--- src/rtl/mem_access_unit_if.sv ---
// Request/response and data-memory bus of the memory access unit.
// The unit takes the slave view; the pipeline/memory side takes the master view.
interface mem_access_unit_if #(
    parameter int DM_AW = 10
);
    logic             req_valid;
    logic             req_ready;
    logic             req_we;
    logic [1:0]       req_size;
    logic             req_sext;
    logic [31:0]      req_addr;
    logic [31:0]      req_wdata;
    logic             resp_valid;
    logic [31:0]      resp_rdata;
    logic             resp_err;
    logic [DM_AW-1:0] dm_addr;
    logic [31:0]      dm_din;
    logic             dm_we;
    logic [31:0]      dm_dout;

    modport slave (
        input  req_valid, req_we, req_size, req_sext, req_addr, req_wdata, dm_dout,
        output req_ready, resp_valid, resp_rdata, resp_err, dm_addr, dm_din, dm_we
    );

    modport master (
        output req_valid, req_we, req_size, req_sext, req_addr, req_wdata, dm_dout,
        input  req_ready, resp_valid, resp_rdata, resp_err, dm_addr, dm_din, dm_we
    );
endinterface

--- src/rtl/mem_access_unit.sv ---
// Load/store unit between a pipeline and a single-port word memory.
// Sub-word stores are read-modify-write; one request in flight at a time.
module mau_lane (
    input  logic       sel,
    input  logic [7:0] old_byte,
    input  logic [7:0] new_byte,
    output logic [7:0] merged
);
    assign merged = sel ? new_byte : old_byte;
endmodule

module mem_access_unit #(
    parameter int DM_AW = 10
) (
    input  logic             clk,
    input  logic             rstn,
    mem_access_unit_if.slave bus
);
    localparam logic [1:0] SZ_B = 2'b00;
    localparam logic [1:0] SZ_H = 2'b01;
    localparam logic [1:0] SZ_W = 2'b10;
    localparam logic [1:0] SZ_X = 2'b11;

    typedef enum logic [2:0] {IDLE, LOAD, MERGE, WRITE, RESP} state_t;

    // Only the low halfword of store data is kept; word stores go straight to dm_din.
    typedef struct packed {
        logic        we;
        logic [1:0]  size;
        logic        sext;
        logic [1:0]  off;
        logic        err;
        logic [15:0] wdata;
    } req_t;

    state_t           state_q, state_d;
    req_t             req_q, req_d;
    logic [DM_AW-1:0] dm_addr_q, dm_addr_d;
    logic [31:0]      dm_din_q, dm_din_d;
    logic [31:0]      rdata_q, rdata_d;

    logic             accept;
    logic             in_err;
    logic [31:0]      lane_sh;
    logic [31:0]      load_val;
    logic [3:0]       lane_sel;
    logic [3:0][7:0]  lane_new;
    logic [3:0][7:0]  lane_mrg;

    assign accept = bus.req_valid && bus.req_ready;
    assign in_err = (bus.req_size == SZ_X) ||
                    (bus.req_size == SZ_H && bus.req_addr[0]) ||
                    (bus.req_size == SZ_W && bus.req_addr[1:0] != 2'b00);

    // Load extraction: shift the addressed lane down to bit 0, then extend.
    always_comb begin
        lane_sh  = bus.dm_dout >> {req_q.off, 3'b000};
        load_val = bus.dm_dout;
        case (req_q.size)
            SZ_B:    load_val = {{24{req_q.sext & lane_sh[7]}}, lane_sh[7:0]};
            SZ_H:    load_val = {{16{req_q.sext & lane_sh[15]}}, lane_sh[15:0]};
            default: load_val = bus.dm_dout;
        endcase
    end

    // Byte-lane merge for sub-word stores; halfwords feed wdata[15:8] into odd lanes.
    always_comb begin
        lane_sel = '0;
        lane_new = '0;
        for (int i = 0; i < 4; i++) begin
            lane_sel[i] = (req_q.size == SZ_B) ? (req_q.off == 2'(i)) : (req_q.off[1] == i[1]);
            lane_new[i] = (req_q.size == SZ_H && i[0]) ? req_q.wdata[15:8] : req_q.wdata[7:0];
        end
    end

    for (genvar i = 0; i < 4; i++) begin : g_lane
        mau_lane u_lane (
            .sel      (lane_sel[i]),
            .old_byte (bus.dm_dout[8*i +: 8]),
            .new_byte (lane_new[i]),
            .merged   (lane_mrg[i])
        );
    end

    always_comb begin
        state_d   = state_q;
        req_d     = req_q;
        dm_addr_d = dm_addr_q;
        dm_din_d  = dm_din_q;
        rdata_d   = rdata_q;
        case (state_q)
            IDLE: begin
                if (accept) begin
                    req_d.we    = bus.req_we;
                    req_d.size  = bus.req_size;
                    req_d.sext  = bus.req_sext;
                    req_d.off   = bus.req_addr[1:0];
                    req_d.err   = in_err;
                    req_d.wdata = bus.req_wdata[15:0];
                    dm_addr_d   = bus.req_addr[DM_AW+1:2];
                    if (in_err) begin
                        state_d = RESP;
                    end else if (!bus.req_we) begin
                        state_d = LOAD;
                    end else if (bus.req_size == SZ_W) begin
                        state_d  = WRITE;
                        dm_din_d = bus.req_wdata;
                    end else begin
                        state_d = MERGE;
                    end
                end
            end
            LOAD: begin
                rdata_d = load_val;
                state_d = RESP;
            end
            MERGE: begin
                dm_din_d = lane_mrg;
                state_d  = WRITE;
            end
            WRITE:   state_d = RESP;
            RESP:    state_d = IDLE;
            default: state_d = IDLE;
        endcase
    end

    always_ff @(posedge clk or negedge rstn) begin
        if (!rstn) begin
            state_q   <= IDLE;
            req_q     <= '0;
            dm_addr_q <= '0;
            dm_din_q  <= '0;
            rdata_q   <= '0;
        end else begin
            state_q   <= state_d;
            req_q     <= req_d;
            dm_addr_q <= dm_addr_d;
            dm_din_q  <= dm_din_d;
            rdata_q   <= rdata_d;
        end
    end

    // The async reset clears state_q at once, so dm_we drops without waiting for clk.
    assign bus.req_ready  = rstn && (state_q == IDLE);
    assign bus.resp_valid = (state_q == RESP);
    assign bus.resp_err   = (state_q == RESP) && req_q.err;
    assign bus.resp_rdata = ((state_q == RESP) && (req_q.we || req_q.err)) ? 32'd0 : rdata_q;
    assign bus.dm_addr    = dm_addr_q;
    assign bus.dm_din     = dm_din_q;
    assign bus.dm_we      = (state_q == WRITE);

    if (DM_AW < 30) begin : g_unused
        logic unused_addr_hi;
        assign unused_addr_hi = ^bus.req_addr[31:DM_AW+2];
    end
endmodule

--- src/flat_wrapper.sv ---
// flat-port wrapper written by rule: the top's interface ports become plain ports
module mem_access_unit_flat 
#(
    parameter int DM_AW = 10
)
  (clk, rstn, bus_req_valid, bus_req_we, bus_req_size, bus_req_sext, bus_req_addr, bus_req_wdata, bus_dm_dout, bus_req_ready, bus_resp_valid, bus_resp_rdata, bus_resp_err, bus_dm_addr, bus_dm_din, bus_dm_we);
  mem_access_unit_if #(.DM_AW(DM_AW)) bus_i ();
  input  logic clk;
  input  logic rstn;
  input wire logic [$bits(bus_i.req_valid)-1:0] bus_req_valid;
  input wire logic [$bits(bus_i.req_we)-1:0] bus_req_we;
  input wire logic [$bits(bus_i.req_size)-1:0] bus_req_size;
  input wire logic [$bits(bus_i.req_sext)-1:0] bus_req_sext;
  input wire logic [$bits(bus_i.req_addr)-1:0] bus_req_addr;
  input wire logic [$bits(bus_i.req_wdata)-1:0] bus_req_wdata;
  input wire logic [$bits(bus_i.dm_dout)-1:0] bus_dm_dout;
  output wire logic [$bits(bus_i.req_ready)-1:0] bus_req_ready;
  output wire logic [$bits(bus_i.resp_valid)-1:0] bus_resp_valid;
  output wire logic [$bits(bus_i.resp_rdata)-1:0] bus_resp_rdata;
  output wire logic [$bits(bus_i.resp_err)-1:0] bus_resp_err;
  output wire logic [$bits(bus_i.dm_addr)-1:0] bus_dm_addr;
  output wire logic [$bits(bus_i.dm_din)-1:0] bus_dm_din;
  output wire logic [$bits(bus_i.dm_we)-1:0] bus_dm_we;
  assign bus_i.req_valid = bus_req_valid;
  assign bus_i.req_we = bus_req_we;
  assign bus_i.req_size = bus_req_size;
  assign bus_i.req_sext = bus_req_sext;
  assign bus_i.req_addr = bus_req_addr;
  assign bus_i.req_wdata = bus_req_wdata;
  assign bus_i.dm_dout = bus_dm_dout;
  assign bus_req_ready = bus_i.req_ready;
  assign bus_resp_valid = bus_i.resp_valid;
  assign bus_resp_rdata = bus_i.resp_rdata;
  assign bus_resp_err = bus_i.resp_err;
  assign bus_dm_addr = bus_i.dm_addr;
  assign bus_dm_din = bus_i.dm_din;
  assign bus_dm_we = bus_i.dm_we;
  mem_access_unit #(.DM_AW(DM_AW)) u_core (.clk(clk), .rstn(rstn), .bus(bus_i));
endmodule
--- config.mk ---
export PLATFORM = sky130hd
export DESIGN_NAME = mem_access_unit_flat
export DESIGN_NICKNAME = d
export VERILOG_FILES = /design/src/rtl/mem_access_unit_if.sv /design/src/rtl/mem_access_unit.sv /design/src/flat_wrapper.sv
export SDC_FILE = /design/constraint.sdc
export NUM_CORES = 1
export LEC_CHECK = 0
export CAP_MARGIN = 40
export CORE_MARGIN = 5
export CORE_UTILIZATION = 50
export DETAILED_ROUTE_END_ITERATION = 12
export PLACE_DENSITY = 0.86
export REMOVE_ABC_BUFFERS = 1
export SYNTH_ARGS = -nofsm -noshare
export SYNTH_HDL_FRONTEND = slang
export SYNTH_SLANG_ARGS = --single-unit
export TNS_END_PERCENT = 30
--- constraint.sdc ---
create_clock -name clk -period 5.15 [get_ports clk]
set_input_delay 1.2875 -clock clk [delete_from_list [all_inputs] [get_ports clk]]
set_output_delay 1.2875 -clock clk [all_outputs]
set_load 0.01 [all_outputs]
==> impl_results.md, run 1 <==
- Setup Buffers After CTS: 0
- Post-synthesis sequential element count: 100
- Psw: 0.00181 W
- Hold Vio Cnt, Final: 0
- Total CTS buffers: 9
- Clock Skews: between 0.01 and 0.015 ns
- CP Launch Type: flip-flop
- Clock Sinks: 100
- Slowest cell delay on critical path: just under 0.8 ns
- Synth Cell Area: ~5500 sq um
- # DRC: 0
- Layout cells sized above 1: 7.68%
- Worst path required time: between 3 and 4 ns
- WP buf/inv: 2
- ANT cells: 0
- Pwr dens: a little over 600 nW/um^2
- Antenna Violating Nets Remaining: 0
- RSZ-0062 raised after global routing: no
- Vias in the first global route: about 5300
- Crit path launch: u_core.state_q[2]
- Rel. slew slack: ~35%
- Hold Buf Count CTS: 0
- Slowest stage cell, crit path: o21a_1
- Final worst-path cycle share: just over 80%
- Internal power: 0.00265 W
- Area taken by multi-input logic gates: 2780 sq um
- I/O Pins: 181
- Worst Reg-to-Reg Cells: 5
- Max Fclk: roughly 240 MHz
- R2r setup slk: ~2.5 ns
- Via count: 5146
- Drt pass-1 iters: 5
- Placed Area: roughly 7000 sq um
- Chip Width: approximately 110 um
- CTS Buffer Depth: 2
- Routability cong.: around 0.85
- Switching Fraction: 40.6%
- Final Cell Area: between 7000 and 8000 sq um
- Routed len/inst: about 20 um
- Core footprint: 10800 sq um
- Fraction of registers with async set/reset: between 90% and 100%
- Total gr overflow: 0
- Mean Syn Cell Area: 9.28 sq um
- Setup TNS: 0 ns
- Critical path cell sequence: nor3b_1 -> o21a_1 -> buf_4 -> nor2b_1 -> clkdlybuf4s50_1
- Drt initial violations: between 300 and 400
- # rows: 38
- Post-DP HPWL: approximately 12000 um
- Initial core utilization: between 50% and 60%
- CTS root buf: clkbuf_8
- Post-DR vias/cell: 5.92
- Total power: around 0.0045 W
- Synthesis Warnings: 0
- Worst skew pair latency: between 0.3 and 0.4 ns
- Worst Hold Depth: 2
- R2r endpoint: u_core.bus.dm_din[31]
- Slew @ Worst Pin: 0.982 ns
- All-Layer GR Usage: roughly 26%
- Max_cap viols: 0
- Lkg Pwr: between 3 and 4 nW
- Area taken by flip-flops and latches: 2500 sq um
- Final setup vio count: 0
- Sequential share of the synthesized area: 45.5%
- Clk pwr share: between 10% and 20%
- EDFF count, synth: 0
- Crit end category: output port
- Post_cts resized: 0
- Initial antenna violation count: 0
- Global-route wire length before repair: between 20000 and 30000 um
- CP arrival: around 2.9 ns
- CTS clk-pin slew, worst paths: 0.09 ns
- Synthesis-to-layout area growth: 34.6%
- Fill cell count: 840
- Die Y: about 110 um
- Port bufs: 160
- Fin. max-slew vios: 0
- H-tree levels: 3
- Cell variety after synth: between 40 and 50
- Die area: approximately 13000 sq um
- Worst Path Max Fanout: 22
- Cells after Synth: 593
- Fin nets: between 800 and 900
- Comb pwr share: a little under three fifths
- Worst Hold Class: reg2reg
- Final min period: between 4 and 5 ns
- Peak VDD IR: roughly 330 uV
- Post-Route WL: around 17000 um
- Main flop type after synthesis: dfrtp_1
- Setup CP Type: reg2out
- Status: complete, no violations
- Crit path max-delay family: buffers and inverters
- Min-delay src: u_core.rdata_q[4]
- Hold Crit Endpoint: u_core.rdata_q[4]
- CTS tree: done
- Largest net degree at the start of global routing: 97
- Sequential share of power: 32.3%
- Worst r2r src: u_core.req_q[21]
[area by class of cell]
cell class	count	share of cell area (%)
multi-input cells	439	37.5
flip-flops and latches	100	33.8
repair buffers	174	23.4
well taps	140	2.37
clock buffers	12	1.96
clock inverters	2	0.811
inverters	2	0.101
[Yosys cell counts (2+ instances only)]
library cell | instances | area [sq um]
inv_1 | 2 | 7.51
dfrtp_1 | 100 | 2500
nor2_1 | 14 | 52.6
o211ai_1 | 39 | 293
a31oi_1 | 2 | 12.5
mux2i_1 | 51 | 510
a21oi_1 | 11 | 55.1
clkbuf_1 | 42 | 158
o22ai_1 | 7 | 43.8
or2_2 | 2 | 12.5
buf_2 | 3 | 15.0
nor2b_1 | 34 | 213
a2bb2oi_1 | 7 | 61.3
o21a_1 | 2 | 15.0
nand3b_1 | 32 | 240
buf_1 | 3 | 11.3
o21ai_0 | 11 | 55.1
nand3_1 | 54 | 270
nand2b_1 | 10 | 62.6
o21ai_2 | 2 | 17.5
and2_1 | 2 | 12.5
nor3_1 | 2 | 10.0
nand2_1 | 119 | 447
mux2_2 | 8 | 90.1
o2bb2ai_1 | 8 | 70.1
nand3_2 | 10 | 100
nor3b_1 | 2 | 15.0
[power groups by stage]
| stage | sequential, W | combinational [W] | clock [W] |
|---|---|---|---|
| floorplan | 0.00148 | 0.00126 | 0 |
| global placement | 0.00144 | 0.00234 | 0 |
| detailed placement | 0.00145 | 0.00246 | 0 |
| CTS | 0.00143 | 0.00248 | 0.000548 |
| global route | 0.00149 | 0.00268 | 0.000578 |
| finish | 0.00144 | 0.00248 | 0.000547 |
[worst max path at each step]
stage	to	depth (start not counted)
6_report	bus_resp_rdata[21]	5
5_1_grt	bus_resp_rdata[6]	5
4_1_cts	bus_resp_rdata[6]	5
3_5_place_dp	bus_resp_rdata[6]	5
3_3_place_gp	bus_resp_rdata[21]	5
2_1_floorplan	u_core.bus.dm_din[0]	4
[kinds of logic after synthesis]
| family | after synthesis | synth area share [%] |
|---|---|---|
| and+or+nand+nor | 287 | 27.3 |
| DFF | 100 | 45.5 |
| AOI/OAI and AO/OA | 92 | 11.8 |
| muxes | 60 | 11.3 |
| buffers and inverters | 54 | 4.18 |
[metrics by stage]
stage,utilization [%],worst slack [ns],instances,hold slack [ns]
6_report,68.6,0.993,869,0.481
5_1_grt,68.6,0.868,869,0.505
4_1_cts,68.6,0.992,869,0.483
3_5_place_dp,66.7,1.40,855,0.462
3_3_place_gp,66.1,1.42,850,0.452
2_1_floorplan,-,1.90,541,0.440
[state kept, by name (all words and copies together), names as in the netlist]
register            flops
u_core.bus.dm_addr     10
u_core.req_q           15
u_core.bus.dm_din      32
u_core.rdata_q         32
u_core.state_q          3
u_core.lane_new         8
[worst min-delay path, delay by kind of cell, from the launching register on]
family             cells  cell delay (ns)
DFF                    1             0.35
AOI/OAI and AO/OA      1             0.06
and+or+nand+nor        1             0.04
[layout by cell type (no fill, tap or decap), types with 7 or more instances in the layout]
master           netlist  routed
a21oi_1               11      11
a2bb2oi_1              7       7
buf_4                  1      11
clkbuf_8               0      10
clkdlybuf4s50_1        0     159
dfrtp_1              100     100
mux2_2                 8       8
mux2i_1               51      51
nand2_1              119     118
nand2b_1              10      10
nand3_1               54      54
nand3_2               10      10
nand3b_1              32      32
nor2_1                14      14
nor2b_1               34      34
o211ai_1              39      39
o21ai_0               11      11
o22ai_1                7       7
o2bb2ai_1              8       8
[metal layers]
| layer | part of all wire, % | wire length, um | GRT usage (%) |
|---|---|---|---|
| met5 | 0 | 0 | 0 |
| met4 | 2.2 | 372 | 9.94 |
| met3 | 8.8 | 1510 | 6.16 |
| met2 | 46 | 7920 | 41.4 |
| met1 | 43 | 7420 | 34.6 |
(Power assumes the default switching activity.)
==> run 2: changes to the inputs <==
--- a/config.mk
+++ b/config.mk
@@ -7,9 +7,9 @@
 export LEC_CHECK = 0
 export CAP_MARGIN = 40
 export CORE_MARGIN = 5
-export CORE_UTILIZATION = 50
+export CORE_UTILIZATION = 42
 export DETAILED_ROUTE_END_ITERATION = 12
-export PLACE_DENSITY = 0.86
+export PLACE_DENSITY = 0.77
 export REMOVE_ABC_BUFFERS = 1
 export SYNTH_ARGS = -nofsm -noshare
 export SYNTH_HDL_FRONTEND = slang
==> constraint.sdc (replaced) <==
create_clock -name clk -period 3.35 [get_ports clk]
set_input_delay 0.8375 -clock clk [delete_from_list [all_inputs] [get_ports clk]]
set_output_delay 0.8375 -clock clk [all_outputs]
set_load 0.01 [all_outputs]
==> run 2 against run 1 <==
Clock-buffer cell count is the same. First-iteration DRC count grew 5.3%. Die area grew 17%. Sequential cell count is the same. Sequential power grew 51%. Setup slack lost 0.77 ns. Via count shrank 0.93%. Core utilization shrank 9.6 points. Critical path type unchanged. Critical endpoint is now bus_resp_rdata[9].
==> impl_results.md, run 2 (synthesis results as in run 1) <==
- Clock Skews: 0.00711 ns (was 0.0112 ns)
- Hold Vio Cnt, Final: 0 (unchanged)
- Max_cap viols: 0 (unchanged)
- Status: complete, no violations (unchanged)
- CP Launch Type: flip-flop (unchanged)
- CTS clk-pin slew, worst paths: 0.06 ns (was 0.09 ns)
- Fin. max-slew vios: 0 (unchanged)
- Post-Route WL: 17600 um (was 17200 um)
- Most frequent cells in the layout: clkdlybuf4s50_1, nand2_1, dfrtp_1 (unchanged)
- RSZ-0062 raised after global routing: no (unchanged)
- Setup CP Type: reg2out (unchanged)
- Routability cong.: 0.864 (was 0.847)
- I/O Pins: 181 (unchanged)
- Fill cell count: 1112 (was 840)
- Rel. slew slack: 41.2% (was 34.5%)
- Vias in the first global route: 5312 (was 5293)
- Clk pwr share: 13.9% (was 12.2%)
- CP arrival: 2.29 ns (was 2.87 ns)
- Chip Width: 124 um (was 115 um)
- Crit end category: output port (unchanged)
- Placed Area: 7240 sq um (was 7200 sq um)
- Worst path required time: 2.51 ns (was 3.86 ns)
- Final worst-path cycle share: roughly 93%
- Synthesis-to-layout area growth: 36.5% (was 34.6%)
- H-tree levels: 3 (unchanged)
- # rows: 41 (was 38)
- Final Cell Area: 7510 sq um (was 7400 sq um)
- CTS Buffer Depth: 2 (unchanged)
- Clock Sinks: 100 (unchanged)
- Worst Hold Class: reg2reg (unchanged)
- Most common cell after layout, fill and taps aside: clkdlybuf4s50_1 (unchanged)
- Lkg Pwr: 3.32 nW (was 3.29 nW)
- CTS tree: done (unchanged)
- All-Layer GR Usage: 22.7% (was 26.0%)
- Final setup vio count: 0 (unchanged)
- Post_cts resized: 0 (unchanged)
- Slew @ Worst Pin: 0.881 ns (was 0.982 ns)
- Psw: 0.00284 W (was 0.00181 W)
- Fin nets: 833 (was 829)
- Pwr dens: 933 nW/um^2 (was 603 nW/um^2)
- Port bufs: 160 (unchanged)
- Initial core utilization: 43.3% (was 51.0%)
- Largest net degree at the start of global routing: 53 (was 97)
- Hold Buf Count CTS: 0 (unchanged)
- Switching Fraction: 40.6% (about the same)
- Post-DP HPWL: 12500 um (was 12000 um)
- Final min period: approximately 3.1 ns
- Antenna Violating Nets Remaining: 0 (unchanged)
- Layout cells sized above 1: 8.44% (was 7.68%)
- Via count: 5098 (was 5146)
- Sequential share of power: 31.0% (was 32.3%)
- Peak VDD IR: 424 uV (was 327 uV)
- Setup Buffers After CTS: 0 (unchanged)
- Comb pwr share: 55.1% (was 55.5%)
- CTS root buf: clkbuf_16 (was clkbuf_8)
- Tightest hold margin: 0.478 ns (was 0.481 ns)
- Worst Path Max Fanout: 18 (was 22)
- Die area: 15500 sq um (was 13200 sq um)
- Setup TNS: 0 ns (unchanged)
- Total CTS buffers: 9 (unchanged)
- Drt pass-1 iters: 5 (unchanged)
- # DRC: 0 (unchanged)
- Initial antenna violation count: 0 (unchanged)
- Drt initial violations: 394 (was 374)
- Core footprint: 12700 sq um (was 10800 sq um)
- Die Y: 124 um (was 115 um)
- Global-route wire length before repair: 28500 um (was 27300 um)
- ANT cells: 0 (unchanged)
- Routed len/inst: 19.4 um (was 19.8 um)
- Total gr overflow: 0 (unchanged)
- Internal power: 0.00417 W (was 0.00265 W)
- Total power: 0.00701 W (was 0.00447 W)
- Max Fclk: 319 MHz
- Post-DR vias/cell: 5.62 (was 5.92)
- Worst skew pair latency: 0.35 ns (was 0.36 ns)
-- run 2: final cells by class --
class / instances / area, sq um / area share, %
Tap cell: 172 / 215 / 2.87
Timing Repair Buffer: 178 / 1730 / 23.1
Sequential cell: 100 / 2500 / 33.3
Multi-Input combinational cell: 439 / 2780 / 37.0
Clock inverter: 4 / 25.0 / 0.333
Inverter: 2 / 7.51 / 0.100
Clock buffer: 12 / 246 / 3.28
-- run 2: path summary, 6_finish.rpt --
check,slack [ns],depth (start not counted),end,start
max,0.22,5,bus_resp_rdata[9],u_core.state_q[2]
min,0.48,2,u_core.req_q[15],u_core.req_q[15]
max reg2reg,0.90,4,u_core.bus.dm_din[24],u_core.req_q[21]
min reg2reg,0.48,2,u_core.req_q[15],u_core.req_q[15]
max in group asynchronous,1.55,3,u_core.bus.dm_addr[5],rstn
min in group asynchronous,0.64,2,u_core.bus.dm_din[3],rstn
-- run 2: layer usage --
metal	wire [um]	GRT usage [%]	vias to the layer above
li1	-	-	2355
met1	7520	29.2	2483
met3	1170	5.02	31
met2	8490	37.7	229
met4	393	7.87	0
met5	0	0	-
-- run 2: stage by stage --
step | utilization [%] | cells | worst slack, ns
2_1_floorplan | - | 541 | 0.555
3_3_place_gp | 56.9 | 891 | 0.446
3_5_place_dp | 56.9 | 891 | 0.383
4_1_cts | 59.0 | 907 | 0.189
5_1_grt | 59.0 | 907 | 0.122
6_report | 59.0 | 907 | 0.218
-- run 2: power by group through the flow --
stage	Combinational, W	Sequential [W]	Clock, W
after CTS	0.00388	0.00216	0.000991
after detailed placement	0.00387	0.00219	0
final	0.00386	0.00217	0.000976
after global routing	0.00419	0.00224	0.00104
after global placement	0.00376	0.00215	0
after floorplan	0.00193	0.00228	0
-- run 2: critical path: stages (launching register included) --
cell	delay [ns]
dfrtp_1	0.52
nor3b_1	0.37
o21a_1	0.24
buf_4	0.24
nor2b_1	0.09
clkdlybuf4s50_1	0.49
